==> config.mk <==
export PLATFORM = sky130hd
export DESIGN_NAME = uart_vec_rx
export DESIGN_NICKNAME = d
export VERILOG_FILES = /design/src/rtl/ita_pkg.sv /design/src/rtl/uart_vec_rx_core.sv /design/src/rtl/uart_vec_rx.sv
export SDC_FILE = /design/constraint.sdc
export NUM_CORES = 1
export LEC_CHECK = 0
export BUFFER_PORTS_ARGS = -buffer_cell sky130_fd_sc_hd__clkbuf_2
export CORE_MARGIN = 3
export CORE_UTILIZATION = 25
export CTS_CLUSTER_DIAMETER = 40
export DETAILED_ROUTE_END_ITERATION = 7
export HOLD_SLACK_MARGIN = 0.02
export MAX_ROUTING_LAYER = met4
export SLEW_MARGIN = 20
export SYNTH_ARGS = -nofsm -noshare
export SYNTH_HDL_FRONTEND = slang
export SYNTH_HIERARCHICAL = 1
export SYNTH_SLANG_ARGS = --single-unit
==> constraint.sdc <==
create_clock -name clk -period 4.1 [get_ports clk]
set_input_delay 0.82 -clock clk [delete_from_list [all_inputs] [get_ports clk]]
set_output_delay 0.82 -clock clk [all_outputs]
set_load 0.05 [all_outputs]
==> src/rtl/ita_pkg.sv <==
// Shared constants, types and receiver state encoding for the host UART loader.
package ita_pkg;

    localparam int DATA_BITS         = 8;
    localparam int ACT_BITS          = 8;
    localparam int DEFAULT_CLK_FREQ  = 125_000_000;
    localparam int DEFAULT_BAUD_RATE = 115200;

    typedef logic [ACT_BITS-1:0] act_t;

    typedef enum logic [2:0] {
        RX_IDLE,
        RX_START,
        RX_DATA,
        RX_STOP,
        RX_WAIT_IDLE
    } uart_rx_state_e;

endpackage

==> src/rtl/uart_vec_rx_core.sv <==
// 8N1 byte receiver: input synchroniser, baud counter and framing FSM.
module uart_rx_core
    import ita_pkg::*;
#(
    parameter int CLKS_PER_BIT = 1085,
    parameter int HALF_BIT     = 542
) (
    input  logic clk,
    input  logic rst,
    input  logic uart_rx,
    output act_t rx_data,
    output logic rx_strobe,
    output logic frame_err
);

    localparam int CNT_W = $clog2(CLKS_PER_BIT + 1);

    logic [1:0]       sync_q;
    logic             rx_s;
    uart_rx_state_e   state;
    uart_rx_state_e   state_next;
    logic [CNT_W-1:0] baud_cnt;
    logic [2:0]       bit_cnt;
    act_t             shift_q;
    logic             tick;

    // Sync loads idle-high so reset never looks like a start bit.
    always_ff @(posedge clk) begin
        if (rst) sync_q <= 2'b11;
        else     sync_q <= {sync_q[0], uart_rx};
    end

    assign rx_s    = sync_q[1];
    assign rx_data = shift_q;

    always_comb begin
        if (state == RX_START) tick = (baud_cnt == CNT_W'(HALF_BIT - 1));
        else                   tick = (baud_cnt == CNT_W'(CLKS_PER_BIT - 1));
    end

    always_ff @(posedge clk) begin
        if (rst) state <= RX_IDLE;
        else     state <= state_next;
    end

    always_comb begin
        state_next = state;
        case (state)
            RX_IDLE:      if (!rx_s) state_next = RX_START;
            RX_START:     if (tick) state_next = rx_s ? RX_IDLE : RX_DATA;
            RX_DATA:      if (tick && bit_cnt == 3'(DATA_BITS - 1)) state_next = RX_STOP;
            RX_STOP:      if (tick) state_next = rx_s ? RX_IDLE : RX_WAIT_IDLE;
            RX_WAIT_IDLE: if (rx_s) state_next = RX_IDLE;
            default:      state_next = RX_IDLE;
        endcase
    end

    always_comb begin
        rx_strobe = 1'b0;
        frame_err = 1'b0;
        if (state == RX_STOP && tick) begin
            rx_strobe = rx_s;
            frame_err = !rx_s;
        end
    end

    // Bits arrive LSB first, so shift right and insert at the MSB.
    always_ff @(posedge clk) begin
        if (rst) begin
            baud_cnt <= '0;
            bit_cnt  <= '0;
            shift_q  <= '0;
        end else begin
            if (state == RX_IDLE || state == RX_WAIT_IDLE || tick) baud_cnt <= '0;
            else                                                    baud_cnt <= baud_cnt + 1'b1;
            if (state == RX_START) bit_cnt <= '0;
            if (state == RX_DATA && tick) begin
                shift_q <= {rx_s, shift_q[ACT_BITS-1:1]};
                bit_cnt <= bit_cnt + 1'b1;
            end
        end
    end

endmodule

==> src/rtl/uart_vec_rx.sv <==
// Packs VEC_LEN received UART bytes into one activation vector with valid/ready output.
module uart_vec_rx
    import ita_pkg::*;
#(
    parameter int CLK_FREQ       = DEFAULT_CLK_FREQ,
    parameter int BAUD_RATE      = DEFAULT_BAUD_RATE,
    parameter int VEC_LEN        = 64,
    parameter int ACT_BITS       = 8,
    parameter int TIMEOUT_CYCLES = 16 * (CLK_FREQ / BAUD_RATE) * 10
) (
    input  logic                             clk,
    input  logic                             rst,
    input  logic                             uart_rx,
    output logic [VEC_LEN-1:0][ACT_BITS-1:0] vec_out,
    output logic                             vec_valid,
    input  logic                             vec_ready,
    output logic [$clog2(VEC_LEN)-1:0]       byte_idx,
    output logic                             frame_err,
    output logic                             overrun_err,
    output logic                             timeout_err
);

    localparam int CLKS_PER_BIT = CLK_FREQ / BAUD_RATE;
    localparam int HALF_BIT     = CLKS_PER_BIT / 2;
    localparam int IDX_W        = $clog2(VEC_LEN);
    localparam int TO_W         = $clog2(TIMEOUT_CYCLES + 1);
    localparam logic [IDX_W-1:0] LAST_IDX = IDX_W'(VEC_LEN - 1);

    if (ACT_BITS != 8) begin : g_bad_act_bits
        $error("uart_vec_rx: ACT_BITS must be 8");
    end

    act_t            rx_byte;
    logic            rx_strobe;
    logic [TO_W-1:0] gap_cnt;

    uart_rx_core #(
        .CLKS_PER_BIT(CLKS_PER_BIT),
        .HALF_BIT    (HALF_BIT)
    ) u_core (
        .clk      (clk),
        .rst      (rst),
        .uart_rx  (uart_rx),
        .rx_data  (rx_byte),
        .rx_strobe(rx_strobe),
        .frame_err(frame_err)
    );

    // A strobe during vec_valid (even the accepting cycle) is an overrun;
    // a strobe always beats a simultaneous timeout.
    always_ff @(posedge clk) begin
        if (rst) begin
            vec_out     <= '0;
            vec_valid   <= 1'b0;
            byte_idx    <= '0;
            gap_cnt     <= '0;
            overrun_err <= 1'b0;
            timeout_err <= 1'b0;
        end else begin
            overrun_err <= 1'b0;
            timeout_err <= 1'b0;
            if (vec_valid && vec_ready) vec_valid <= 1'b0;

            if (rx_strobe) begin
                gap_cnt <= '0;
                if (vec_valid) begin
                    overrun_err <= 1'b1;
                end else begin
                    vec_out[byte_idx] <= rx_byte;
                    if (byte_idx == LAST_IDX) begin
                        byte_idx  <= '0;
                        vec_valid <= 1'b1;
                    end else begin
                        byte_idx <= byte_idx + 1'b1;
                    end
                end
            end else if (byte_idx == '0) begin
                gap_cnt <= '0;
            end else if (!vec_valid) begin
                if (gap_cnt == TO_W'(TIMEOUT_CYCLES - 1)) begin
                    gap_cnt     <= '0;
                    byte_idx    <= '0;
                    timeout_err <= 1'b1;
                end else begin
                    gap_cnt <= gap_cnt + 1'b1;
                end
            end
        end
    end

endmodule

After elaboration in Yosys (flattened, before gate mapping)
Cells that the tools add are included.
{ "op_classes": {"reduce_logical": 19, "n_eq_ne": 17, "bitwise_logic": 2, "div": 0, "muxes": 29, "mul": 0, "n_addsub": 4, "n_shift": 0, "magnitude_cmp": 2} }
{ "op_table": {"columns": ["op", "n"], "rows": [
  ["512-bit bitwise mux", 1],
  ["8-bit demux with 6-bit select", 1],
  ["6-bit two-way mux", 6],
  ["3-bit two-way mux", 8],
  ["18-bit by 1-bit adder with 18-bit output, second input constant", 1],
  ["18-bit equality test, second input constant", 1],
  ["18-bit two-way mux", 1],
  ["3-bit one-hot mux with 5 select lines", 1],
  ["11-bit by 1-bit adder with 11-bit output, second input constant", 1],
  ["11-bit by 10-bit equality test with 1-bit output, second input constant", 1],
  ["11-bit equality test, second input constant", 1],
  ["2-bit by 1-bit != test with 1-bit output, second input constant", 5],
  ["1-bit two-way mux", 9],
  ["8-bit two-way mux", 1],
  ["6-bit by 7-bit < comparator with 1-bit output, second input constant", 1],
  ["6-bit by 1-bit adder with 6-bit output, second input constant", 1],
  ["3-bit by 2-bit equality test with 1-bit output, second input constant", 2],
  ["3-bit equality test, second input constant", 2],
  ["6-bit equality test, second input constant", 1],
  ["6-bit by 1-bit >= comparator with 1-bit output, second input constant", 1],
  ["6-bit zero test", 1],
  ["2-bit != test, second input constant", 3],
  ["1-bit logical AND", 5],
  ["5-bit AND reduction", 1],
  ["13 further kinds", 17]
]} }
{ "totals": {"romBits": 0, "ramBits": 0, "memories": 0, "latch_bits": 0, "inputBits": 4, "output_inout_bits": 522, "regBits": 566, "wordCells": 147} }

Logic depth before layout (Yosys ltp)
{ "logic_depth": {"word_depth": 6, "depth_mapped": 12, "ltp_nobuf": 9} }

Modules after synthesis
Netlist, hierarchy kept.
{ "by_module_without_submodules": {"columns": ["module", "area_per_inst_um2", "n_inst", "seq_area_each_um2", "cells_each"], "rows": [
  ["uart_vec_rx", 19776.5, 1, 10790.3, 2216],
  ["uart_rx_core", 1208.7, 1, 540.5, 132]
]} }

Least setup slack after synthesis
OpenSTA, ideal clock, no wires.
{ "synth_timing": {"path_kind": "flip-flop to flip-flop", "from": "register u_core.state[0]", "to": "register vec_out[104] (netlist bit)", "arrival_ps": 3208, "path_buffers": 3, "period_less_slack_ps": 3336, "slack_ps": 764, "setup_ps": 128, "t_required_ps": 3972, "stages_incl_launch_ff": 13, "cell_sequence": "dfxtp_1 > or3b_4 > mux2i_4 > or3_4 > nor3_1 > buf_2 > nand2_1 > or3_1 > clkbuf_1 > clkbuf_1 > nor2_2 > mux2i_1 > nor2_1"} }
{ "synth_between": {"elab_chain_len": 5, "elab_cells_between_ends": 6, "classes_between": "2 x eq/ne; 2 x mux; 2 x reduce/logical"} }
{ "synth_rtl": {"columns": ["item", "line", "rtl"], "rows": [
  ["start, declared", "uart_vec_rx_core.sv:20", "uart_rx_state_e state;"],
  ["start signal, assigned", "uart_vec_rx_core.sv:43", "else state <= state_next;"],
  ["3-bit by 1-bit equality test with 1-bit output", "uart_vec_rx_core.sv:37", "if (state == RX_START) tick = (baud_cnt == CNT_W'(HALF_BIT - 1));"],
  ["1-bit two-way mux", "uart_vec_rx_core.sv:37", null],
  ["1-bit logical AND (*)", "uart_vec_rx_core.sv:61", "if (state == RX_STOP && tick) begin"],
  ["1-bit two-way mux (*)", "uart_vec_rx_core.sv:61", null],
  ["via rx_strobe", "uart_vec_rx.sv:34", "logic rx_strobe;"],
  ["2-bit AND reduction (no source line) (*)", null, null],
  ["end signal, assigned by index", "uart_vec_rx.sv:69", "vec_out[byte_idx] <= rx_byte;"],
  ["end, declared", "uart_vec_rx.sv:14", "output logic [VEC_LEN-1:0][ACT_BITS-1:0] vec_out,"]
]} }
Mark *: on every way through the listed nets, which the timed path passes. The rest lies on a longest branch.
A chain may end at the register's enable or synchronous reset.

Worst setup path after layout
{ "layout_timing": {"from": "register u_core.state[0]", "to": "register vec_out[493] (netlist bit)"} }
Same word-level chain as after synthesis.

==> results.sh <==
export IMPL_run_status="completed"
export IMPL_post_synth_top_area_cell="sky130_fd_sc_hd__dfxtp_1"
export IMPL_wl_met1_um=33400
export IMPL_ys_flop_type="sky130_fd_sc_hd__dfxtp_1"
export IMPL_worstHoldStart="uart_rx"
export IMPL_hold_path_end="u_core/sync_q[0]$_SDFF_PP1_"
export IMPL_layout_cells_most_common="sky130_fd_sc_hd__dfxtp_1"
export IMPL_dp_slack_ps=291
export IMPL_maximum_number_of_pins_on_one_net_before_global_route_repair=140
export IMPL_cts_path_max_buffers=3
export IMPL_timing_reg2reg_setup_slack_ps=250
export IMPL_buffer_ports_inserted=525
export IMPL_postRouteWirelength_um=77000
export IMPL_period_share=0.939
export IMPL_worst_r2r_cell_count=11
export IMPL_totalNegativeSetupSlack_ps=0
export IMPL_htree_num_levels=3
export IMPL_number_of_enable_type_register_cells_in_the_synthesized_netlist=0
export IMPL_globalRouteTotalUtil=0.174
export IMPL_layout_common_cells="sky130_fd_sc_hd__dfxtp_1 (558), sky130_fd_sc_hd__clkbuf_2 (524), sky130_fd_sc_hd__nor2_1 (321)"
export IMPL_final_fill_count=8522
export IMPL_fin_worst_skew_ps=34.3
export IMPL_post_dp_hpwl_um=49900
export IMPL_timing_slew_headroom=0.223
export IMPL_die_area_um2=87500
export IMPL_tritoncts="built"
export IMPL_vias=18400
export IMPL_tightest_slew_ps=1170
export IMPL_synth_sequential_area_ratio=0.540
export IMPL_routed_via_density=4.63
export IMPL_final_hold_violation_count=0
export IMPL_antenna_violations_before_repair=0
export IMPL_vias_in_the_first_global_route=17600
export IMPL_cp_max_fo=11
export IMPL_slew_violations=0
export IMPL_post_cts_setup_buffers=0
export IMPL_cap_viol_max_count=0
export IMPL_cts_inserted_buffers=93
export IMPL_worst_endpoint_arrival_ps=4390
export IMPL_antenna_cells=0
export IMPL_drt_wirelength_per_cell_um=19.4
export IMPL_postCtsResizedCells=0
export IMPL_detailedRoute_firstIterationViolations=1101
export IMPL_postSynthAreaPerCell_um2=8.94
export IMPL_total_leakage_power_uw=0.0109
export IMPL_drt_drc_violations_left=0
export IMPL_maxClockFrequency_mhz=260
export IMPL_nets=2843
export IMPL_met2_length_um=35400
export IMPL_mappedNetlistNets=2358
export IMPL_hold_path_cell_count=2
export IMPL_r2r_end="vec_out[493]$_SDFFE_PP0P_"
export IMPL_effective_utilization_at_floorplan=0.254
export IMPL_worstSetupPathType="reg -> reg"
export IMPL_mappedNetlistArea_um2=21000
export IMPL_yosys_area_top_type_share=0.540
export IMPL_worstSetupEndpointType="flop"
export IMPL_root_buffer="sky130_fd_sc_hd__clkbuf_16"
export IMPL_synth_ff_latch_count=566
export IMPL_setup_viol=0
export IMPL_routability_congestion=0.778
export IMPL_synth_lib_cells_used_distinct=53
export IMPL_worst_endpoint_required_ps=4640
export IMPL_topRoutingLayerUsed="met4"
export IMPL_area_delta_synth_final_pct=33.6
export IMPL_power_ir_vdd_worst_uv=299
export IMPL_synth_warning_count=6
export IMPL_rr_startpoint="u_core/state[0]$_SDFFE_PP0P_"
export IMPL_start_kind="flop"
export IMPL_detailedRoute_firstPassIterationCount=5
export IMPL_drt_antenna_violating_nets=0
export IMPL_row_count=105
export IMPL_die_width_um=296
export IMPL_cts_sink_count=566
export IMPL_hold_fix_buffers_cts=0
export IMPL_drive_gt1_frac=0.277
export IMPL_asyncSetResetFlopFracSynth=0
export IMPL_finalWorstPathRequiredPeriod_ps=3850
export IMPL_core_region_area_um2=82600
export IMPL_synth_area_top_cells="sky130_fd_sc_hd__dfxtp_1 (54%), sky130_fd_sc_hd__mux2i_1 (13%), sky130_fd_sc_hd__a21oi_1 (6.3%), sky130_fd_sc_hd__nor2_1 (5.8%), sky130_fd_sc_hd__nand2_1 (5.5%)"
export IMPL_global_route_overflow_total=0
export IMPL_rsz0062_at_grt="false"
export IMPL_insertion_delay_ps=640
export IMPL_postLayoutSetupSlackWorst_ps=250
export IMPL_routed_met3_length_um=5840
export IMPL_cellPowerDensity_nw_per_um2=490
export IMPL_postSynthCellCount=2348
export IMPL_worst_setup_hold_path_clk_slew_ps=50
export IMPL_grt_pass1_wl_um=113000
export IMPL_die_height_um=296
export IMPL_io_pin_count=526
export IMPL_timing_hold_worst_class="in -> reg"
-- cells in the mapped netlist (9+ instances only) --
cell type	count
sky130_fd_sc_hd__nand3_1	216
sky130_fd_sc_hd__o21ai_0	60
sky130_fd_sc_hd__nand2_1	307
sky130_fd_sc_hd__mux2i_1	266
sky130_fd_sc_hd__nor2_2	26
sky130_fd_sc_hd__nor3_1	10
sky130_fd_sc_hd__buf_1	36
sky130_fd_sc_hd__inv_1	9
sky130_fd_sc_hd__clkbuf_1	145
sky130_fd_sc_hd__xor2_1	15
sky130_fd_sc_hd__a21oi_1	266
sky130_fd_sc_hd__nor2_1	322
sky130_fd_sc_hd__dfxtp_1	566
sky130_fd_sc_hd__xnor2_1	11
-- logic make-up (layout without fill, tap and decap cells) --
family | Yosys count | in the layout | synth area share
compound gates | 335 | 335 | 0.0813
xor+xnor | 26 | 26 | 0.0109
fa+ha+maj | 6 | 6 | 0.00358
buf+inv | 201 | 761 | 0.0378
flops | 566 | 566 | 0.540
mux | 267 | 267 | 0.128
simple gates | 947 | 947 | 0.199
-- power breakdown --
| group | internal, uW | switching (uW) |
|---|---|---|
| logic | 15.6 | 93.0 |
| clock network | 5180 | 2940 |
| registers | 5500 | 2.25 |
| total | 10700 | 3040 |
-- per-stage QoR --
stage          std cells  instance area, um^2  total power (uW)  hold WS, ps  utilization
2_1_floorplan       2348                21000              5700          389            -
3_3_place_gp        3808                24700              5730          411        0.299
3_5_place_dp        3808                24700              5730          413        0.299
4_1_cts             3978                28000             13900          322        0.339
5_1_grt             3978                28000             14200          343        0.339
6_report            3978                28000             13700          383        0.339
-- worst max-delay path, stage by stage (launching register included) --
cell and delay [ps]:
sky130_fd_sc_hd__dfxtp_1 430, sky130_fd_sc_hd__or3b_4 460, sky130_fd_sc_hd__mux2i_4 220, sky130_fd_sc_hd__or3_4 400
sky130_fd_sc_hd__nor3_1 150, sky130_fd_sc_hd__buf_4 210, sky130_fd_sc_hd__nand2_1 90, sky130_fd_sc_hd__or3_1 700
sky130_fd_sc_hd__buf_4 330, sky130_fd_sc_hd__nor2_1 480, sky130_fd_sc_hd__nand2_1 110, sky130_fd_sc_hd__a21oi_1 160
-- sequential cells by signal (all words and copies together), names as in the netlist --
name             count
byte_idx             6
gap_cnt             18
overrun_err          1
timeout_err          1
u_core/baud_cnt     11
u_core/bit_cnt       3
u_core/rx_data       8
u_core/state         3
u_core/sync_q        2
vec_out            512
vec_valid            1
-- final cells by class --
| cell class | instances | area [um^2] | share of cell area |
|---|---|---|---|
| sequential | 566 | 11400 | 0.405 |
| inverter | 10 | 37.5 | 0.00134 |
| timing repair buffer | 581 | 3110 | 0.111 |
| tap | 1070 | 1340 | 0.0478 |
| clock buffer | 115 | 2570 | 0.0919 |
| multi-input combinational | 1581 | 8900 | 0.318 |
| clock inverter | 55 | 709 | 0.0253 |
-- worst max path at each step --
| stage | start | to | slack [ps] |
|---|---|---|---|
| after floorplan | u_core/state[0]$_SDFFE_PP0P_ | vec_out[104]$_SDFFE_PP0P_ | 760 |
| after global placement | u_core/state[0]$_SDFFE_PP0P_ | vec_out[40]$_SDFFE_PP0P_ | 370 |
| after detailed placement | u_core/state[0]$_SDFFE_PP0P_ | vec_out[40]$_SDFFE_PP0P_ | 290 |
| after CTS | u_core/state[0]$_SDFFE_PP0P_ | vec_out[494]$_SDFFE_PP0P_ | 240 |
| after global routing | u_core/state[0]$_SDFFE_PP0P_ | vec_out[489]$_SDFFE_PP0P_ | 20 |
| final | u_core/state[0]$_SDFFE_PP0P_ | vec_out[493]$_SDFFE_PP0P_ | 250 |
-- layer usage --
layer  vias up  track usage
li1       8913            -
met1      8780        0.215
met2       596        0.271
met3       129       0.0491
met4         0       0.0648
met5         -            -
Power figures use the tool's default switching activity.
